**config.mk**
```make
export PLATFORM = sky130hd
export DESIGN_NAME = dfi_cmd_sequencer
export DESIGN_NICKNAME = d
export VERILOG_FILES = /design/src/rtl/dfi_cmd_sequencer.sv
export SDC_FILE = /design/constraint.sdc
export NUM_CORES = 1
export LEC_CHECK = 0
export ABC_AREA = 1
export CAP_MARGIN = 20
export CORE_UTILIZATION = 48
export CTS_CLUSTER_SIZE = 40
export DETAILED_ROUTE_END_ITERATION = 10
export PLACE_DENSITY = 0.85
export REMOVE_ABC_BUFFERS = 1
export SLEW_MARGIN = 20
export SYNTH_ARGS = -nofsm -noshare
export SYNTH_HDL_FRONTEND = slang
export SYNTH_SLANG_ARGS = --single-unit
export TNS_END_PERCENT = 30
```
**constraint.sdc**
```tcl
create_clock -name sys_clk -period 3.4 [get_ports sys_clk]
set_clock_uncertainty 0.1 [all_clocks]
set_input_delay 0.68 -clock sys_clk [delete_from_list [all_inputs] [get_ports sys_clk]]
set_output_delay 0.68 -clock sys_clk [all_outputs]
set_load 0.03 [all_outputs]
```
**src/rtl/dfi_cmd_sequencer.sv**
```systemverilog
// dfi_cmd_sequencer: DDR command-side controller for a 1:2 DFI PHY.
// Runs power-up init, periodic auto-refresh and single host commands
// (req/ack) on command slot p0; slot p1 always carries NOP.
// Optional build macro: DFI_SEQ_DLL_RESET_EN (MRS with DLL reset, then a
// second MRS without it after the second init refresh).
module dfi_cmd_sequencer #(
    parameter int unsigned NUM_AD    = 13,
    parameter int unsigned NUM_BA    = 2,
    parameter int unsigned INIT_WAIT = 20000,
    parameter int unsigned TRP       = 2,
    parameter int unsigned TRFC      = 8,
    parameter int unsigned TMRD      = 2,
    parameter int unsigned TREFI     = 780,
    parameter logic [NUM_AD-1:0] MR_VALUE  = 13'h0022,
    parameter logic [NUM_AD-1:0] EMR_VALUE = 13'h0000
) (
    input  logic              sys_clk,
    input  logic              sys_rst_n,
    input  logic              host_req,
    input  logic              host_ras_n,
    input  logic              host_cas_n,
    input  logic              host_we_n,
    input  logic [NUM_AD-1:0] host_address,
    input  logic [NUM_BA-1:0] host_bank,
    output logic              host_ack,
    output logic              dfi_cs_n_p0,
    output logic              dfi_cs_n_p1,
    output logic              dfi_cke_p0,
    output logic              dfi_cke_p1,
    output logic              dfi_ras_n_p0,
    output logic              dfi_ras_n_p1,
    output logic              dfi_cas_n_p0,
    output logic              dfi_cas_n_p1,
    output logic              dfi_we_n_p0,
    output logic              dfi_we_n_p1,
    output logic [NUM_AD-1:0] dfi_address_p0,
    output logic [NUM_AD-1:0] dfi_address_p1,
    output logic [NUM_BA-1:0] dfi_bank_p0,
    output logic [NUM_BA-1:0] dfi_bank_p1,
    output logic              init_done,
    output logic              refresh_busy
);

    localparam int unsigned WAIT_A   = (INIT_WAIT > TRP) ? INIT_WAIT : TRP;
    localparam int unsigned WAIT_B   = (TRFC > TMRD) ? TRFC : TMRD;
    localparam int unsigned WAIT_MAX = (WAIT_A > WAIT_B) ? WAIT_A : WAIT_B;
    localparam int unsigned CW       = $clog2(WAIT_MAX + 1);
    localparam int unsigned TW       = $clog2(TREFI + 1);

`ifdef DFI_SEQ_DLL_RESET_EN
    localparam logic [NUM_AD-1:0] MR_FIRST = MR_VALUE | (NUM_AD'(1) << 8);
`else
    localparam logic [NUM_AD-1:0] MR_FIRST = MR_VALUE;
`endif

    typedef enum logic [4:0] {
        ST_RST_WAIT, ST_CKE_UP, ST_PREA, ST_WAIT_RP, ST_EMRS, ST_WAIT_EMR,
        ST_MRS, ST_WAIT_MR, ST_REF1, ST_WAIT_RF1, ST_REF2, ST_WAIT_RF2,
        ST_MRS2, ST_WAIT_MR2, ST_IDLE, ST_REF, ST_WAIT_REF, ST_HOST
    } state_t;

    state_t            state, state_next, arb;
    logic [CW-1:0]     cnt, cnt_next;
    logic [TW-1:0]     tmr, tmr_next;
    logic              timer_run, timer_run_next;
    logic              pending, pending_next;
    logic              expire, wait_done;
    int unsigned       lim;
    logic              cke_n;
    logic [3:0]        cmd_n;
    logic [NUM_AD-1:0] addr_n;
    logic [NUM_BA-1:0] bank_n;

    // Next-state, counters, refresh timer and next output values.
    // Outputs are registered from the next state so each state's command
    // appears on p0 during exactly the cycle the FSM occupies that state.
    always_comb begin
        state_next = state;
        cnt_next   = '0;
        expire     = timer_run && (tmr == TW'(TREFI - 1));
        arb        = (pending || expire) ? ST_REF : (host_req ? ST_HOST : ST_IDLE);
        case (state)
            ST_RST_WAIT:                          lim = INIT_WAIT;
            ST_WAIT_RP:                           lim = TRP;
            ST_WAIT_EMR, ST_WAIT_MR, ST_WAIT_MR2: lim = TMRD;
            ST_WAIT_RF1, ST_WAIT_RF2, ST_WAIT_REF: lim = TRFC;
            default:                              lim = 1;
        endcase
        wait_done = (cnt == CW'(lim - 1));

        case (state)
            ST_RST_WAIT: if (wait_done) state_next = ST_CKE_UP; else cnt_next = cnt + CW'(1);
            ST_CKE_UP:   state_next = ST_PREA;
            ST_PREA:     state_next = ST_WAIT_RP;
            ST_WAIT_RP:  if (wait_done) state_next = ST_EMRS; else cnt_next = cnt + CW'(1);
            ST_EMRS:     state_next = ST_WAIT_EMR;
            ST_WAIT_EMR: if (wait_done) state_next = ST_MRS; else cnt_next = cnt + CW'(1);
            ST_MRS:      state_next = ST_WAIT_MR;
            ST_WAIT_MR:  if (wait_done) state_next = ST_REF1; else cnt_next = cnt + CW'(1);
            ST_REF1:     state_next = ST_WAIT_RF1;
            ST_WAIT_RF1: if (wait_done) state_next = ST_REF2; else cnt_next = cnt + CW'(1);
            ST_REF2:     state_next = ST_WAIT_RF2;
`ifdef DFI_SEQ_DLL_RESET_EN
            ST_WAIT_RF2: if (wait_done) state_next = ST_MRS2; else cnt_next = cnt + CW'(1);
            ST_MRS2:     state_next = ST_WAIT_MR2;
            ST_WAIT_MR2: if (wait_done) state_next = ST_IDLE; else cnt_next = cnt + CW'(1);
`else
            ST_WAIT_RF2: if (wait_done) state_next = ST_IDLE; else cnt_next = cnt + CW'(1);
`endif
            ST_IDLE:     state_next = arb;
            ST_REF:      state_next = ST_WAIT_REF;
            // Arbitrating in the last wait cycle lets the next command land
            // exactly TRFC+1 cycles after the refresh.
            ST_WAIT_REF: if (wait_done) state_next = arb; else cnt_next = cnt + CW'(1);
            ST_HOST:     state_next = ST_IDLE;
            default:     state_next = ST_RST_WAIT;
        endcase

        // An expiry taken straight into ST_REF never shows up as pending.
        pending_next   = (state_next == ST_REF) ? 1'b0 : (pending || expire);
        timer_run_next = timer_run || (state_next == ST_IDLE);
        tmr_next       = (!timer_run || expire) ? '0 : tmr + TW'(1);

        cke_n  = (state_next != ST_RST_WAIT);
        cmd_n  = 4'b1111;
        addr_n = '0;
        bank_n = '0;
        case (state_next)
            ST_PREA: begin cmd_n = 4'b0010; addr_n[10] = 1'b1; end
            ST_EMRS: begin cmd_n = 4'b0000; bank_n = NUM_BA'(1); addr_n = EMR_VALUE; end
            ST_MRS:  begin cmd_n = 4'b0000; addr_n = MR_FIRST; end
            ST_MRS2: begin cmd_n = 4'b0000; addr_n = MR_VALUE; end
            ST_REF1, ST_REF2, ST_REF: cmd_n = 4'b0001;
            ST_HOST: begin
                cmd_n  = {1'b0, host_ras_n, host_cas_n, host_we_n};
                addr_n = host_address;
                bank_n = host_bank;
            end
            default: ;
        endcase
    end

    // FSM state, wait counter and refresh timer registers.
    always_ff @(posedge sys_clk or negedge sys_rst_n) begin
        if (!sys_rst_n) begin
            state     <= ST_RST_WAIT;
            cnt       <= '0;
            tmr       <= '0;
            timer_run <= 1'b0;
            pending   <= 1'b0;
        end else begin
            state     <= state_next;
            cnt       <= cnt_next;
            tmr       <= tmr_next;
            timer_run <= timer_run_next;
            pending   <= pending_next;
        end
    end

    // Registered DFI command slots and status outputs.
    always_ff @(posedge sys_clk or negedge sys_rst_n) begin
        if (!sys_rst_n) begin
            dfi_cke_p0     <= 1'b0;
            dfi_cke_p1     <= 1'b0;
            {dfi_cs_n_p0, dfi_ras_n_p0, dfi_cas_n_p0, dfi_we_n_p0} <= 4'b1111;
            {dfi_cs_n_p1, dfi_ras_n_p1, dfi_cas_n_p1, dfi_we_n_p1} <= 4'b1111;
            dfi_address_p0 <= '0;
            dfi_address_p1 <= '0;
            dfi_bank_p0    <= '0;
            dfi_bank_p1    <= '0;
            host_ack       <= 1'b0;
            init_done      <= 1'b0;
            refresh_busy   <= 1'b0;
        end else begin
            dfi_cke_p0     <= cke_n;
            dfi_cke_p1     <= cke_n;
            {dfi_cs_n_p0, dfi_ras_n_p0, dfi_cas_n_p0, dfi_we_n_p0} <= cmd_n;
            {dfi_cs_n_p1, dfi_ras_n_p1, dfi_cas_n_p1, dfi_we_n_p1} <= 4'b1111;
            dfi_address_p0 <= addr_n;
            dfi_address_p1 <= '0;
            dfi_bank_p0    <= bank_n;
            dfi_bank_p1    <= '0;
            host_ack       <= (state_next == ST_HOST);
            init_done      <= init_done || (state_next == ST_IDLE);
            refresh_busy   <= pending_next ||
                              (state_next inside {ST_REF1, ST_WAIT_RF1, ST_REF2,
                                                  ST_WAIT_RF2, ST_REF, ST_WAIT_REF});
        end
    end

endmodule

```
==> impl_metrics.ini <==
[synth]
ys_ff_latch = 55
synth_area_leaders = dfrtp_1 (37%), nand2_1 (9.8%), inv_1 (8.5%), nor2_1 (5.6%), nand3_1 (5.4%)
synth-compound-area-share_pct = 6.36
synthMuxAreaShare_pct = 0
synth.distinct_cells = 39
synthArstFlopShare_pct = 100
yosys.area.top_type_share_pct = 37.3
synth_fa_ha_area_share_pct = 3.65
synthSimpleGateAreaFrac_pct = 32.7
synth_xor_area_share_pct = 2.30
yosysTopAreaCell = dfrtp_1
synth.avg_cell_area_um2 = 7.55
ys.flop_type = dfrtp_1
synth_top_family_by_area = simple AND/OR/NAND/NOR gates
synth_area_um2 = 3430
syn_inst = 454
yosysWarnings = 0
ys_seq_area_share_pct = 40.3
synth_edf_count = 0

[outcome]
status = finished, violations left
violations = setup timing

[hold_path]
hp-class = in2async

[global_routing]
grt_pass1_wl_mm = 14.4
grt_usage_pct = 24.7
grt_pass1_vias = 3217
gr-max-usage-layer = met2
grt_util_met2_pct = 44.0
antenna_found_initial = 0
grt_use_met3_pct = 6.10
grt_max_degree = 49
gr-total-overflow = 0
met1_usage_pct = 29.0

[cells_and_area]
diodes = 0
n_fill_cell = 468
seq_area_um2 = 1390
nets = 586
multi_input_area_um2 = 1940
drive_gt1_share_pct = 29.5
syn_to_final_growth_pct = 39.4

[worst_setup_path]
critical-path-slowest-cell = dfrtp_2
slowest_delay_ps = 480
required_ps = 3560
worstPathCellList = inv_2 -> buf_4 -> nand2_1 -> nand3_1 -> nand2_2 -> nor2_4 -> nand3_4 -> ha_4 -> nand3_1 -> nand2_1 -> nand2_1 -> nor2_2 -> nand3_2 -> nor2_4 -> nand4_1 -> nand2_2 -> nand3_1 -> nand2_2 -> nand2_4 -> nand2_1 -> o21ai_2 -> nor2_2 -> nand2_2 -> nand2_1
r2r_start = state[0]
cp_max_fo = 5
critical_path_class = reg2reg
path_buf_inv = 2
end_kind = flip-flop
start_kind = flip-flop
cp.arrival_ps = 3730
crit_top_cell = nand2_1
critPathTopFamily = simple AND/OR/NAND/NOR gates
critPathLaunch = state[0]

[routing]
ant_nets = 0
drt_iter0_drc = 281
wl_per_cell_um = 15.6
dr.pass1.iters = 5
drcViolationCount = 0
routed_wl_mm = 10.1
detail_route.vias_per_cell = 5.33
vias = 3477

[cts]
cts_htree_levels = 2
worst_skew_pair.late_latency_ps = 320
ctsLongestPathBuffers = 2
cts_root_buf = clkbuf_8
cts_tree = built
cts.hold.buffers_added = 0
clkSinkCount = 55
cts.clk_slew.worst_paths_ps = 120
cts_buffers = 5

[placed_design]
portBuffers = 44
dp.final_hpwl_mm = 6.34
place_congestion = 0.976

[floorplan]
die_w_um = 86.5
rows = 30
dieArea_um2 = 7480
coreArea_um2 = 6830
initial_utilization_pct = 50.1
io-pin-count = 64
die_y_um = 86.5

[timing]
setup_violations = 23
maxSlewHeadroom_pct = 56.8
min_period_over_period_pct = 105
max_freq_ghz = 0.280
maxSlewViolCount = 0
tns_ps = -1990
setup_slack_ps = -173
max_slew.worst_pin.slew_ps = 644
rsz0062_at_grt = yes
hold_viol_final = 0
min_period_ps = 3570

[power_and_ir_drop]
p_int_uw = 903
power_mw = 1.19
p_per_area_nw_per_um2 = 249
leakagePower_nw = 2.39
pwr-share-clk_pct = 39.3
power_switching_share_pct = 24.1
p_seq_share_pct = 54.9
power.net_switching_uw = 287
p_comb_share_pct = 5.8
vdd_ir_drop_max_v = 0.000314

[flow_run]
max-cap-violations = 0
-- worst paths after layout --
check | end | slack, ps | cells after the start
max reg2reg | dfi_ras_n_p0 | -170 | 24
max | dfi_ras_n_p0 | -170 | 24
min | dfi_address_p0[1] | 80 | 1
min in group sys_clk | tmr[0] | 370 | 1
min reg2reg | tmr[0] | 370 | 1
max in group asynchronous | tmr[3] | 2270 | 2
-- kinds of logic (layout without fill, tap and decap cells) --
logic type	after synthesis	after routing
AND/OR/NAND/NOR	233	233
buffers and inverters	108	193
flip-flops	55	55
AO/OA/AOI/OAI	37	37
adder cells (fa/ha/maj)	10	10
XOR/XNOR	9	9
other	2	19
-- sequential cells by signal, indices dropped and copies added, names as in the netlist, 2 cells and up --
| signal | flops |
|---|---|
| dfi_bank_p0 | 2 |
| tmr | 10 |
| dfi_address_p0 | 13 |
| state | 5 |
| cnt | 15 |
-- cell usage after synthesis (3+ instances only) --
master	instances
a21oi_1	16
buf_4	20
dfrtp_1	51
dfstp_2	4
ha_1	10
inv_1	78
inv_2	6
nand2_1	89
nand2_2	6
nand3_1	37
nand4_1	8
nor2_1	51
nor2_2	11
nor2_4	3
nor3_1	10
nor3b_1	6
o211ai_1	3
o21ai_0	7
o21bai_1	3
xnor2_1	3
xor2_1	6
-- routing by layer --
| metal | vias up | share of wire [%] | wire length (µm) |
|---|---|---|---|
| met5 | - | 0 | 0 |
| li1 | 1586 | - | - |
| met2 | 189 | 50 | 5050 |
| met4 | 0 | 3.9 | 397 |
| met1 | 1660 | 39 | 3920 |
| met3 | 42 | 7.5 | 765 |
-- power by group through the flow --
stage | Combinational (mW) | Clock, mW | Sequential, mW
after floorplan | 0.0310 | 0 | 0.667
final | 0.0687 | 0.467 | 0.654
after global routing | 0.0751 | 0.497 | 0.654
after global placement | 0.0665 | 0 | 0.667
after detailed placement | 0.0679 | 0 | 0.667
after CTS | 0.0682 | 0.470 | 0.654
-- cells in the final DEF, fill, tap and decap left out, types with 4 or more instances in the layout --
master / instances
nand2_1: 73
inv_1: 72
buf_4: 50
dfrtp_1: 48
clkdlybuf4s50_1: 43
nor2_1: 40
nand3_1: 28
conb_1: 19
nand2_2: 18
nor2_2: 17
a21oi_1: 12
inv_2: 11
nor3_1: 10
nand4_1: 8
nor2_4: 8
nand3_2: 8
ha_4: 7
buf_6: 7
nor3b_1: 6
nand3_4: 5
xor2_1: 5
nand2_4: 5
o21ai_0: 5
clkbuf_8: 5
dfstp_2: 4
-- per-stage QoR --
stage	utilization [%]	instance area, µm²	hold slack [ps]	worst slack (ps)	instances
2_1_floorplan	-	3310	284	151	447
3_3_place_gp	60.3	4120	349	-138	621
3_5_place_dp	60.3	4120	354	-231	621
4_1_cts	64.7	4420	83.4	5.26	638
5_1_grt	69.9	4770	79.3	-322	652
6_report	69.9	4770	79.5	-173	652
-- worst reg2reg max path, cell delays in order (launching register included) --
cell     delay, ps
dfrtp_2        480
inv_2          110
buf_4          160
nand2_1         80
nand3_1        100
nand2_2         90
nor2_4         170
nand3_4        100
ha_4           290
nand3_1         80
nand2_1         90
nand2_1         70
nor2_2         110
nand3_2        100
nor2_4         170
nand4_1        140
nand2_2        130
nand3_1        110
nand2_2        170
nand2_4        110
nand2_1        150
o21ai_2         90
nor2_2         130
nand2_2         90
nand2_1        110
-- cell type report --
class                           count  share of cell area (%)
Multi-Input combinational cell    308                    40.7
Sequential cell                    55                    29.0
Timing Repair Buffer              101                    18.6
Inverter                           84                    6.66
Tap cell                           96                    2.52
Clock buffer                        5                    1.44
Clock inverter                      3                    1.05
-- timing repair --
| action | CTS | global route |
|---|---|---|
| endpoints found under the setup margin | 23 | 26 |
| endpoints found under the hold margin | 0 | 0 |
| resized for setup | 27 | 63 |
| setup buffers | 9 | 14 |
| pin swaps | 17 | 29 |
Note: power is estimated with default switching activity, not from simulation.
